--- src/rtl/rr_mux_arbiter_pkg.sv ---
// Shared encodings and winner-search helpers for the round-robin mux arbiter.
package rr_mux_arbiter_pkg;

  localparam logic [1:0] SEL_IN0 = 2'd0;
  localparam logic [1:0] SEL_IN1 = 2'd1;
  localparam logic [1:0] SEL_IN2 = 2'd2;
  localparam logic [1:0] SEL_IN3 = 2'd3;

  localparam int MAX_HOLD_DEF = 4;

  typedef enum logic {
    ST_IDLE  = 1'b0,
    ST_GRANT = 1'b1
  } state_t;

  // First requester at or after start in cyclic order; the lowest offset wins
  // because it is assigned last.
  function automatic logic [1:0] pick(input logic [3:0] req, input logic [1:0] start);
    logic [1:0] idx;
    pick = start;
    for (int k = 3; k >= 0; k--) begin
      idx = start + 2'(k);
      if (req[idx]) pick = idx;
    end
  endfunction

  function automatic logic [3:0] onehot(input logic [1:0] s);
    return 4'b0001 << s;
  endfunction

endpackage

--- src/rtl/rr_mux_arbiter_mux.sv ---
// Shared 1-bit 4:1 datapath mux.
module mux_4to1
  import rr_mux_arbiter_pkg::*;
(
  input  logic [1:0] sel,
  input  logic       in0,
  input  logic       in1,
  input  logic       in2,
  input  logic       in3,
  output logic       out
);

  always_comb begin
    out = in0;
    unique case (sel)
      SEL_IN0: out = in0;
      SEL_IN1: out = in1;
      SEL_IN2: out = in2;
      SEL_IN3: out = in3;
      default: out = in0;
    endcase
  end

endmodule

--- src/rtl/rr_mux_arbiter.sv ---
// Four-way round-robin arbiter owning a 4:1 mux, with a hold limit per grant.
module rr_mux_arbiter
  import rr_mux_arbiter_pkg::*;
#(
  parameter int MAX_HOLD = MAX_HOLD_DEF,
  parameter int CNT_W    = 3
) (
  input  logic       clk,
  input  logic       rst_n,
  input  logic [3:0] req,
  input  logic       in3,
  input  logic       in2,
  input  logic       in1,
  input  logic       in0,
  output logic [3:0] gnt,
  output logic [1:0] sel,
  output logic       busy,
  output logic       out
);

  localparam logic [CNT_W-1:0] HOLD_MAX = CNT_W'(MAX_HOLD);
  localparam logic [CNT_W-1:0] HOLD_ONE = CNT_W'(1);

  state_t           state_q, state_d;
  logic [1:0]       sel_q, sel_d, ptr_q, ptr_d;
  logic [3:0]       gnt_q, gnt_d;
  logic             busy_q, busy_d;
  logic [CNT_W-1:0] hold_q, hold_d;

  logic       owner_req, others;
  logic [1:0] idle_sel, rot_sel;

  assign owner_req = req[sel_q];
  assign others    = |(req & ~onehot(sel_q));
  assign idle_sel  = pick(req, ptr_q);
  // Searching from owner+1 never returns the owner while others are pending.
  assign rot_sel   = pick(req, sel_q + 2'd1);

  always_comb begin
    state_d = state_q;
    sel_d   = sel_q;
    gnt_d   = gnt_q;
    busy_d  = busy_q;
    ptr_d   = ptr_q;
    hold_d  = hold_q;
    unique case (state_q)
      ST_IDLE: begin
        gnt_d  = 4'b0000;
        busy_d = 1'b0;
        if (|req) begin
          state_d = ST_GRANT;
          sel_d   = idle_sel;
          gnt_d   = onehot(idle_sel);
          busy_d  = 1'b1;
          hold_d  = HOLD_ONE;
        end
      end
      ST_GRANT: begin
        if (!owner_req && !others) begin
          state_d = ST_IDLE;
          gnt_d   = 4'b0000;
          busy_d  = 1'b0;
          ptr_d   = sel_q + 2'd1;
        end else if (!owner_req || (hold_q == HOLD_MAX && others)) begin
          // Release or forced rotation hands over on the same edge.
          sel_d  = rot_sel;
          gnt_d  = onehot(rot_sel);
          hold_d = HOLD_ONE;
          ptr_d  = sel_q + 2'd1;
        end else if (hold_q != HOLD_MAX) begin
          hold_d = hold_q + HOLD_ONE;
        end
      end
      default: state_d = ST_IDLE;
    endcase
  end

  always_ff @(posedge clk) begin
    if (!rst_n) begin
      state_q <= ST_IDLE;
      sel_q   <= SEL_IN0;
      gnt_q   <= 4'b0000;
      busy_q  <= 1'b0;
      ptr_q   <= 2'd0;
      hold_q  <= '0;
    end else begin
      state_q <= state_d;
      sel_q   <= sel_d;
      gnt_q   <= gnt_d;
      busy_q  <= busy_d;
      ptr_q   <= ptr_d;
      hold_q  <= hold_d;
    end
  end

  assign gnt  = gnt_q;
  assign sel  = sel_q;
  assign busy = busy_q;

  mux_4to1 u_mux (
    .sel (sel_q),
    .in0 (in0),
    .in1 (in1),
    .in2 (in2),
    .in3 (in3),
    .out (out)
  );

endmodule

--- config.mk ---
export PLATFORM = sky130hd
export DESIGN_NAME = rr_mux_arbiter
export DESIGN_NICKNAME = d
export VERILOG_FILES = /design/src/rtl/rr_mux_arbiter_pkg.sv /design/src/rtl/rr_mux_arbiter_mux.sv /design/src/rtl/rr_mux_arbiter.sv
export SDC_FILE = /design/constraint.sdc
export NUM_CORES = 1
export LEC_CHECK = 0
export CORE_MARGIN = 2
export CORE_UTILIZATION = 43
export CTS_CLUSTER_DIAMETER = 120
export DETAILED_ROUTE_END_ITERATION = 7
export PLACE_DENSITY = 0.82
export SYNTH_ARGS = -nofsm -noshare
export SYNTH_HDL_FRONTEND = slang
export SYNTH_HIERARCHICAL = 1
export SYNTH_SLANG_ARGS = --single-unit
export TNS_END_PERCENT = 20
--- constraint.sdc ---
create_clock -name clk -period 2.4 [get_ports clk]
set_input_delay 0.36 -clock clk [delete_from_list [all_inputs] [get_ports clk]]
set_output_delay 0.36 -clock clk [all_outputs]
set_load 0.01 [all_outputs]
# After elaboration in Yosys (flattened, before gate mapping)
# Index checks and enable logic that the tools add are counted.
[op_classes]
eq_ne = 11
bitwise_logic = 3
shift = 3
mux = 47
addsub = 8
n_lt_le_gt_ge = 9
reduce_logical = 12
[op_table]
columns = ["operator", "count"]
rows = [
  ["$lt 2x3->1 const B", 9],
  ["$mux 2", 13],
  ["$bmux 1 s2", 9],
  ["$mux 1", 12],
  ["$mux 3", 4],
  ["$mux 4", 3],
  ["$shl 1x2->4 const A", 3],
  ["$add 2x2->2 const B", 4],
  ["$pmux 4 s2", 1],
  ["$reduce_or 4->1", 2],
  ["$add 2x1->2 const B", 3],
  ["$ne 3x1->1 const B", 2],
  ["$pmux 3 s2", 1],
  ["$reduce_and 3->1", 2],
  ["$and 4x4->4", 1],
  ["$eq 2x2->1 const B", 2],
  ["$ne 2x1->1 const B", 2],
  ["$ne 2x2->1 const B", 2],
  ["$not 4->4", 1],
  ["$pmux 1 s2", 2],
  ["$pmux 1 s4", 1],
  ["$pmux 2 s2", 1],
  ["$add 3x1->3 const B", 1],
  ["$eq 3x3->1 const B", 1],
  ["other kinds (9)", 11],
]
[word_totals]
regBits = 13
inputBits = 10
word_cells = 99
out_inout_bits = 8

# Depth between registers and ports, before layout
# Gate-level depths: netlist (run 1).
[logic_depth]
ltp_word = 12
depth_mapped = 9
ltp_nobuf = 7

# Modules after synthesis
# The synthesis (run 1) kept the hierarchy.
[modules_own_cells]
columns = ["mod", "cells_per_inst", "instances", "seq_area_each_um2", "area_per_inst_um2"]
rows = [
  ["rr_mux_arbiter", 125, 1, 260.2, 1016.0],
  ["mux_4to1", 1, 1, 0.0, 22.5],
]

# Least setup slack after synthesis (run 1)
# No wires, ideal clock.
[synth_path]
path_type = "flip-flop to flip-flop"
from = "register sel_q[0], in the netlist sel[0]"
to = "register gnt_q[3], in the netlist gnt[3]"
synth_period_minus_slack_ns = 2.310
arrival_ns = 2.240
required_ns = 2.330
path_stages_with_launch = 10
setup_time_ns = 0.070
path_slack_ns = 0.090
n_path_buf = 2
cell_sequence = "dfxtp_1 -> buf_2 -> inv_1 -> ha_1 -> clkbuf_1 -> a21oi_1 -> nor3_1 -> or4_1 -> o22a_1 -> a21oi_1"
[synth_via]
elab_chain_cells = 12
elab_cells_between_ends = 32
classes_between = "4 x add/sub; 1 x eq/ne; 2 x shift; 17 x mux; 2 x bitwise; 6 x reduce/logical"
[synth_rtl]
columns = ["element", "line_no", "text"]
rows = [
  ["start: declaration", "rr_mux_arbiter.sv:25", "logic [1:0] sel_q, sel_d, ptr_q, ptr_d;"],
  ["start signal: assignment", "rr_mux_arbiter.sv:88", "sel_q <= sel_d;"],
  ["$add 2x1->2", "rr_mux_arbiter.sv:37", "assign rot_sel = pick(req, sel_q + 2'd1);"],
  ["$add 2x2->2", "rr_mux_arbiter_pkg.sv:22", "idx = start + 2'(k);"],
  ["$bmux 1 s2", "rr_mux_arbiter_pkg.sv:23", "if (req[idx]) pick = idx;"],
  ["$mux 1 (not written as such)", "rr_mux_arbiter_pkg.sv:23", ""],
  ["$mux 2 (4 in series)", "rr_mux_arbiter_pkg.sv:23", ""],
  ["$shl 1x2->4", "rr_mux_arbiter_pkg.sv:28", "return 4'b0001 << s;"],
  ["$mux 4", "rr_mux_arbiter.sv:64", "end else if (!owner_req || (hold_q == HOLD_MAX && others)) begin"],
  ["$mux 4", "rr_mux_arbiter.sv:59", "if (!owner_req && !others) begin"],
  ["$pmux 4 s2", "rr_mux_arbiter.sv:46", "unique case (state_q)"],
  ["end signal: assignment", "rr_mux_arbiter.sv:89", "gnt_q <= gnt_d;"],
  ["end: declaration", "rr_mux_arbiter.sv:26", "logic [3:0] gnt_q, gnt_d;"],
]
# Parallel ways exist; a longest one is shown, timed or not. The select of a mux whose other input is x is not followed.
# A chain may end at the register's enable or synchronous reset.

# Worst setup path after layout (run 1)
[layout_path]
from = "register sel_q[0], in the netlist sel[0]"
to = "output port out"
[layout_via]
elab_chain_cells = 2
elab_cells_between_ends = 5
classes_between = "3 x eq/ne; 1 x mux; 1 x reduce/logical"
[layout_rtl]
columns = ["element", "line_no", "text"]
rows = [
  ["$eq 2x2->1 (tied with other cells)", "rr_mux_arbiter_mux.sv:15", "unique case (sel)"],
  ["$pmux 1 s4 *", "rr_mux_arbiter_mux.sv:15", ""],
  ["end: declaration", "rr_mux_arbiter.sv:18", "output logic out"],
]
# Every way passes the cells marked *; elsewhere a longest branch is shown, timed or not.

==> key figures, run 1 <==
GRT
  – Met3 track demand over resource: under 10%
  – Total GRT Usage: 20.68%
  – M2 GR Usage: 37.71%
  – Initial antenna violation count: 0
  – Remaining global-route overflow: 0
  – Global-route wire length before repair: 4.257 mm
  – Largest net degree at the start of global routing: 14
  – Vias in the first global route: 971
  – Met1 usage: between 20% and 30%
  – Grt peak-use layer: met2

Timing
  – Post-route minimum period: between 2000 and 2500 ps
  – Final worst path period share: 90.33%
  – Setup ws final: 232.1 ps
  – RSZ-0062 raised after global routing: no
  – Hold Worst Slack: roughly 470 ps
  – Clk_skew: 1.257 ps
  – Final hold vios: 0
  – Fin. max-slew vios: 0
  – Final setup fails: 0
  – Worst-Margin Slew: between 400 and 500 ps
  – Max Fclk: 461.3 MHz
  – Slew margin rel.: 68.22%

Setup path
  – Reg2Reg Depth: 7
  – Crit Path Class: reg2out
  – R2r endpoint: gnt[3]
  – RR Startpoint: sel[1]
  – Critical path capture point type: primary output
  – Worst-path cell chain: buf_4 > mux4_2 > clkdlybuf4s50_1
  – CP Data Required Time: 2040 ps
  – Startpoint types: flip-flop
  – Buffers & Inverters on Critical Path: 2
  – Reg2Reg Setup Slack: between 200 and 250 ps
  – Slowest stage delay, CP: 510 ps
  – Crit Path Max Fanout: 13
  – Delay-heaviest family, CP: buffers and inverters
  – Crit path arrival time: approximately 1800 ps
  – Critical-path top delay cell: mux4_2

Placed design
  – Pre-CTS WS: -15.72 ps
  – PortBufs: 17
  – Gpl congestion: 0.8974
  – Detail Placement HPWL: around 2.1 mm
  – DP Area: 1264 um2
  – Placed cells: 172

Power and ir drop
  – Leak: 0.5133 nW
  – Switching power: 291.3 uW
  – Sw Share: a little over a third
  – Clock power share: 16.6%
  – Cell Int Power: 507.4 uW
  – Combinational share of power: 48.4%
  – Sequential Power Share: 35.0%
  – VDD IR max: 389.2 uV
  – P per Cell Area: 619.1 nW/um2

Clocking
  – CTS H-Tree Depth: 1
  – Longest Clk Path Bufs: 2
  – CTS clk-pin slew, worst paths: approximately 70 ps
  – CTS tree: done
  – Hold_buf cts: 0
  – Clock Root Buffer: clkbuf_4
  – TritonCTS Buffers: 3
  – Post-CTS Setup Inserts: 0
  – # resized after CTS: 0
  – CTS Sinks: 13
  – Clk Latency, worst-skew pair: 270 ps

Floorplan
  – Row count: 17
  – Io pins: 18
  – Die height: 53.15 um
  – Starting Density: 46.06%
  – Core area: 2255 um2
  – Die area: approximately 2800 um2
  – Die Wd: 53.15 um

Run status
  – Status: finished clean

Synth
  – Synth Instances: 126
  – Synthesized flop and latch total: 13
  – Syn nets: 142
  – Largest area contributor in the netlist: dfxtp_1
  – Mapped Area: 1038 um2
  – Seq/Total Area, Yosys: 25.06%
  – Avg Inst Size Synth: 8.242 um2
  – Synth warnings: 6
  – Synth top area cells: dfxtp_1 25%, ha_1 7.2%, mux4_2 4.3%, nand2b_1 4.2%, a21oi_1 3.9%
  – Share of the synthesized area in the top cell type: 25.06%
  – Netlist cell types: 40

Detailed routing
  – DRT antenna net count: 0
  – First-pass DRT Iterations: 4
  – Post-Route WL: 2.665 mm
  – Routed length per placed instance: 15.14 um
  – Via Count: 1056
  – Via density per instance: 6.000
  – # DRC: 0
  – Starting DRC count in detailed routing: 28

Cells and area
  – Area growth from synthesis to layout: 24.22%
  – Design area: 1290 um2
  – Antenna Diode Count: 0
  – Nets: 165
  – Fraction of layout cells with a size suffix above 1: 10.81%
  – Post-Layout Cell Count: about 180
  – Post-layout util: 57.21%

Flow run
  – Total of max-cap violations: 0

Hold path
  – Hold Crit Class: reg2reg
  – Number of cells on the worst hold path: 1
  – Worst Hold Path EP: busy
  – Worst Hold Launch: busy
-- power by group through the flow --
| stage | clock network, mW | logic, mW | registers, mW |
|---|---|---|---|
| 3_5_place_dp | 0 | 0.384 | 0.284 |
| 5_1_grt | 0.146 | 0.427 | 0.282 |
| 3_3_place_gp | 0 | 0.375 | 0.283 |
| 2_1_floorplan | 0 | 0.234 | 0.289 |
| 6_report | 0.132 | 0.387 | 0.279 |
| 4_1_cts | 0.140 | 0.387 | 0.279 |
-- worst max path at each step --
stage / from / end / slack [ps] / cells after the start
2_1_floorplan: sel[0] / gnt[3] / 90 / 9
4_1_cts: sel[0] / out / 210 / 3
3_5_place_dp: req[0] / hold_q[0] / -20 / 6
6_report: sel[0] / out / 230 / 3
3_3_place_gp: req[0] / hold_q[0] / 70 / 6
5_1_grt: sel[1] / gnt[3] / 40 / 7
-- per-layer routing --
layer,vias to the layer above,wire length (um)
met3,4,199
li1,516,-
met4,0,21
met2,42,1349
met1,494,1095
met5,-,0
-- worst reg2reg max path, delay by kind of cell, from the launching register on --
family          cells  cell delay [ps]
simple gates        1              560
flops               1              520
compound gates      3              430
fa+ha+maj           1              310
buf+inv             2              260
-- area by class of cell --
cell class,instances,area [um2]
Sequential cell,13,260.3
Fill cell,215,964.7
Clock buffer,4,26.28
Multi-Input combinational cell,96,700.7
Tap cell,28,35.03
Inverter,10,37.54
Timing Repair Buffer,25,230.2
-- Yosys cell counts, drive strengths merged --
master	n
o21a	4
o221a	1
nand2	8
nand3	1
dfxtp	13
a31o	1
a311o	1
a21o	5
clkbuf	1
o31ai	2
nand4	3
o2111a	1
a311oi	2
o2111ai	2
nor3	2
nor2	7
and2	2
nand2b	7
buf	6
a21oi	8
ha	6
mux2i	4
o31a	1
inv	10
mux4	2
or3	3
a41oi	2
or4	1
o22a	4
nor2b	2
o21ai	8
nor4	2
o22ai	1
o32ai	2
a211oi	1
-- through the flow --
step	total power, mW	setup TNS, ps
6_report	0.7986	0
5_1_grt	0.8550	0
3_5_place_dp	0.6682	-15.72
2_1_floorplan	0.5230	0
4_1_cts	0.8062	0
3_3_place_gp	0.6576	0
-- flip-flops by register name, indices dropped and copies added, names as in the netlist --
register / count
busy: 1
ptr_q: 2
gnt: 4
sel: 2
state_q: 1
hold_q: 3
-- layout by cell type (no fill, tap or decap), types with 2 or more instances in the layout --
master | Yosys | routed
a21o_1 | 5 | 5
dfxtp_1 | 13 | 13
o22a_1 | 4 | 4
a21oi_1 | 8 | 8
a41oi_1 | 2 | 2
o21ai_0 | 3 | 3
a311oi_1 | 2 | 2
nand4_1 | 3 | 3
and2_1 | 2 | 2
ha_1 | 6 | 6
nand2_1 | 8 | 8
nor2_1 | 7 | 7
nor2b_1 | 2 | 2
mux4_2 | 2 | 2
o31ai_1 | 2 | 2
o2111ai_1 | 2 | 2
o21a_1 | 4 | 4
or3_1 | 2 | 2
nor3_1 | 2 | 2
o21ai_1 | 5 | 5
inv_1 | 9 | 9
clkbuf_4 | 0 | 3
buf_4 | 0 | 8
clkdlybuf4s50_1 | 0 | 17
mux2i_1 | 4 | 4
o32ai_1 | 2 | 2
nand2b_1 | 7 | 7
-- cells by family after synthesis --
family          share of synthesized area, %
mux                                    8.193
flops                                  25.06
simple gates                           20.12
compound gates                         31.93
fa+ha+maj                              7.229
buf+inv                                7.468
Note: power is estimated with default switching activity, not from simulation.
==> run 2: changes to the inputs <==
--- a/config.mk
+++ b/config.mk
@@ -9,6 +9,7 @@
 export CORE_UTILIZATION = 43
 export CTS_CLUSTER_DIAMETER = 120
 export DETAILED_ROUTE_END_ITERATION = 7
+export HOLD_SLACK_MARGIN = 0.08
 export PLACE_DENSITY = 0.82
 export SYNTH_ARGS = -nofsm -noshare
 export SYNTH_HDL_FRONTEND = slang
==> results of run 2 <==
The final DEF is identical to that of run 1; final timing and power are the same.
==> RTL change 1 (flow settings as in run 1) <==
Make the reset (`rst_n`) asynchronous in one clocked block.
--- a/src/rtl/rr_mux_arbiter.sv
+++ b/src/rtl/rr_mux_arbiter.sv
@@ -77,3 +77,3 @@
 
-  always_ff @(posedge clk) begin
+  always_ff @(posedge clk or negedge rst_n) begin
     if (!rst_n) begin
Behaviour: differs if rst_n is asserted again (counterexample within 4 cycles, from zero or initial values and one cycle with rst_n low); with rst_n held inactive, the same outputs for 10 cycles.
==> RTL change 1 against run 1 <==
Count of clock-buffer cells in the layout unchanged. Critical path type unchanged. Highest routed layer unchanged. Routed wire length down 17%. Synthesized area up 0.72%. Sequential share of layout area up 5.0 points. Setup slack worse by 0.12 ns. Sequential cell count unchanged. Cell area up 0.19%. Non-clock buffer count up 1.
Power is not compared: it rests on default switching activity, and its combinational part moved more than twofold at a synthesized area within 25%.
==> RTL change 1: results (changes against run 1) <==
[routing]
met1_length_mm=1.07  ; -2.5%
top_layer=met4
drtIter0Drc=9  ; -68%
vias=908  ; -14%
wl_met3_um=87  ; -56%
post_drt_wl_per_cell_um=13.7  ; -9.6%
firstDrtPassIters=4  ; unchanged
met2_length_mm=1.03  ; -24%

[worst_setup_path]
startpoint=sel[0]$_DFFE_PN0P_
slowest_stage=clkdlybuf4s50_1
crit_arrival_ns=1.93  ; +0.12 ns
r2r_slack_ns=0.17  ; -0.07 ns
worstPathMaxFanout=7  ; -6
reg2reg_to=sel[1]$_DFFE_PN0P_
r2r_cells=7  ; unchanged
endpoint=out

[power_and_ir_drop]
p_comb_mw=1.08
seq_power_share_pct=26.2
ir_worst_vdd_v=0.000705

[global_route]
grt_use_total_pct=18.0  ; -2.7 points
grt_max_degree=14  ; unchanged
grt_pass1_wl_mm=3.77  ; -12%
first_global_vias=855  ; -12%

[place]
dp_hpwl_mm=1.73  ; -17%
gp_routability_congestion=0.855  ; -4.7%
io_buffers=17  ; unchanged

[clock_network]
cts_root_buffer=clkbuf_4
clockBufferDepth=2  ; unchanged
insertion_delay_ns=0.28
post_cts_buffers=0  ; unchanged

[cells_and_area]
inverters=8  ; -2
buffers=26  ; +4.0%
clkCellAreaFrac_pct=2.03  ; -0.0039 points
buf_share_pct=18.4  ; +0.55 points
multi_input_area_share_pct=49.4  ; -4.9 points
fillers=216  ; +0.47%
drive_above_1_share_pct=18.0  ; +7.2 points
nets=150  ; -9.1%
final-seq-area_um2=325  ; +25%
multi_input_comb_cells=82  ; -15%

[yosys]
synthesis.nets=125  ; -12%
synthArstFlopShare_pct=100  ; +100 points
synth-compound-area-share_pct=23.4  ; -8.5 points
synthMuxAreaShare_pct=9.81  ; +1.6 points
synth.top_cells.by_area=dfrtp_1, ha_1, mux4_2, buf_6, nand2b_1
synth_commonest_cells=dfrtp_1, inv_1, nor2_1
ys_types=43  ; +7.5%
synth_fa_ha_area_share_pct=7.18  ; -0.052 points
ys_seq_area_share_pct=31.1  ; +6.0 points
ys_warn_count=6  ; unchanged

[status]
status=complete, no violations

[timing]
worst_pin_slew_ns=0.579  ; +0.104 ns
skew_ns=0.00227  ; +0.00102 ns

[worst_hold_path]
hold_path.class=in -> async

[RTL change 1: changes by cell type after synthesis, sizes merged, moves of 4 or more]
| cell | change |
|---|---|
| dfrtp | +13 |
| dfxtp | -13 |
| a21oi | -4 |
| a31oi | +4 |
| o22a | -4 |
| o22ai | +4 |
[RTL change 1: stage by stage]
| step | hold WS, ns | util [%] | worst slack [ns] | instances | cell area [um^2] |
|---|---|---|---|---|---|
| 6_report | 0.443 | 57.3 | 0.109 | 161 | 1290 |
| 5_1_grt | 0.492 | 57.3 | 0.0405 | 161 | 1290 |
| 4_1_cts | 0.460 | 57.3 | 0.0867 | 161 | 1290 |
| 3_5_place_dp | 0.480 | 56.2 | 0.0909 | 157 | 1270 |
| 3_3_place_gp | 0.464 | 56.2 | 0.161 | 157 | 1270 |
| 2_1_floorplan | 0.0644 | - | 0.265 | 109 | 1050 |
[RTL change 1: metal layers]
metal	vias to the layer above	global-route usage, %
li1	451	-
met1	432	24.2
met2	22	30.2
met3	3	1.69
met4	0	5.13
met5	-	0
==> RTL change 2 (flow settings as in run 1) <==
Made on the original files. Change the parameter `CNT_W` from 3 to 6.
--- a/src/rtl/rr_mux_arbiter.sv
+++ b/src/rtl/rr_mux_arbiter.sv
@@ -5,3 +5,3 @@
   parameter int MAX_HOLD = MAX_HOLD_DEF,
-  parameter int CNT_W    = 3
+  parameter int CNT_W    = 6
 ) (
Behaviour: same outputs for any inputs over 10 cycles, from zero or initial values and one cycle with rst_n low; that may be too few to reach the edited logic, so the function may still have changed.
==> RTL change 2 against run 1 <==
Core utilization fell by 2.1 points. Setup slack improved by 0.030 ns. Power grew 4.8%. Synthesized area grew 11%. Routed wire length decreased by 2.0%. Critical endpoint is now hold_q[3]$_SDFFE_PN0P_. First-iteration DRC count is 11% higher. Sequential cell count increased by 3. Cell area is 6.9% higher.
==> RTL change 2: results (changes against run 1) <==
[status]
status=complete, no violations

[worst_setup_path]
reg2reg_to=sel[1]$_SDFFE_PN0P_
r2r_slack_ns=0.34  ; +0.10 ns
crit_arrival_ns=2.32  ; +0.51 ns
cpLargestDelayFamily=multiplexers
cpPeakStageDelay_ns=0.64  ; +0.13 ns
regToRegStartpoint=hold_q[0]$_SDFFE_PN0P_
worstPathMaxFanout=11  ; -2
startpoint=req[1]
endpoint=hold_q[3]$_SDFFE_PN0P_

[global_route]
grt_use_total_pct=16.9  ; -3.8 points
grt_pass1_wl_mm=4.31  ; +1.3%
use_met1_pct=20.2  ; -3.5 points
antenna_found_initial=0  ; unchanged
first_global_vias=989  ; +1.9%
globalRouteMet2Util_pct=30.6  ; -7.1 points
met3_usage_pct=4.19  ; -0.62 points
grt_max_degree=12  ; -2

[yosys]
synthXorXnorAreaFrac_pct=3.05  ; +3.0 points
ys_seq_area_share_pct=27.9  ; +2.8 points
synth-compound-area-share_pct=28.5  ; -3.4 points
synth.top_cells.by_area=dfxtp_1, ha_1, a31oi_1, buf_4, inv_1
synthFlopType=dfxtp_1
synthesis.nets=151  ; +6.3%
synthMuxAreaShare_pct=4.90  ; -3.3 points
synth_commonest_cells=dfxtp_1, inv_1, a31oi_1, nor2_1
ys_types=41  ; +2.5%
synth_fa_ha_area_share_pct=6.53  ; -0.70 points

[routing]
met1_length_mm=1.18  ; +7.4%
vias_per_cell=5.84  ; -2.7%
drtIter0Drc=31  ; +11%
wl_met3_um=102  ; -49%
met2_length_mm=1.32  ; -2.4%
drt_wl_total_mm=2.61  ; -2.0%

[timing]
worst_pin_slew_ns=0.515  ; +0.0396 ns
whs_ns=0.480  ; +0.00500 ns
skew_ns=0.00234  ; +0.00109 ns
setup_ws_ns=0.262  ; +0.0298 ns

[place]
detailed_place.area_um2=1340  ; +6.2%
dpl_worst_slack_ns=0.0179  ; +0.0336 ns
gp_routability_congestion=0.865  ; -3.7%
dp_hpwl_mm=2.05  ; -1.0%

[cells_and_area]
fillers=226  ; +5.1%
final-seq-area_um2=320  ; +23%
nets=171  ; +3.6%
largest_register_ffs=6  ; +2
drive_above_1_share_pct=13.0  ; +2.2 points

[clock_network]
cts.clk_slew.worst_paths_ns=0.09  ; +0.02 ns
ctsResizeCount=0  ; unchanged
insertion_delay_ns=0.29  ; +0.02 ns

[power_and_ir_drop]
leakage_nw=0.524  ; +2.2%
ir_worst_vdd_v=0.000382  ; -1.7%
internal_power_mw=0.553  ; +9.0%

RTL change 2: changes by cell type after synthesis, moves of 4 or more:
cell and change:
a31oi_1 +9, buf_2 -5, buf_4 +6, mux2i_1 -4
nand2_1 -4, nand3_1 +7, o21ai_0 +5, o21ai_1 -5
xnor2_1 +4
RTL change 2: layout make-up:
type	instances	area share, %
timing repair buffer	21	14.5
sequential	16	23.2
inverter	12	3.27
tap	30	2.72
multi-input combinational	101	53.6
clock buffer	4	2.63
RTL change 2: power groups by stage:
| stage | logic (mW) | registers [mW] | clock network (mW) |
|---|---|---|---|
| after CTS | 0.339 | 0.319 | 0.181 |
| after floorplan | 0.216 | 0.333 | 0 |
| after global placement | 0.328 | 0.323 | 0 |
| after global routing | 0.370 | 0.323 | 0.192 |
| after detailed placement | 0.337 | 0.325 | 0 |
| final | 0.341 | 0.318 | 0.177 |
RTL change 2: through the flow:
stage               instances  total power, mW
global route              184            0.885
CTS                       184            0.839
global placement          180            0.651
floorplan                 135            0.549
detailed placement        180            0.662
finish                    184            0.837
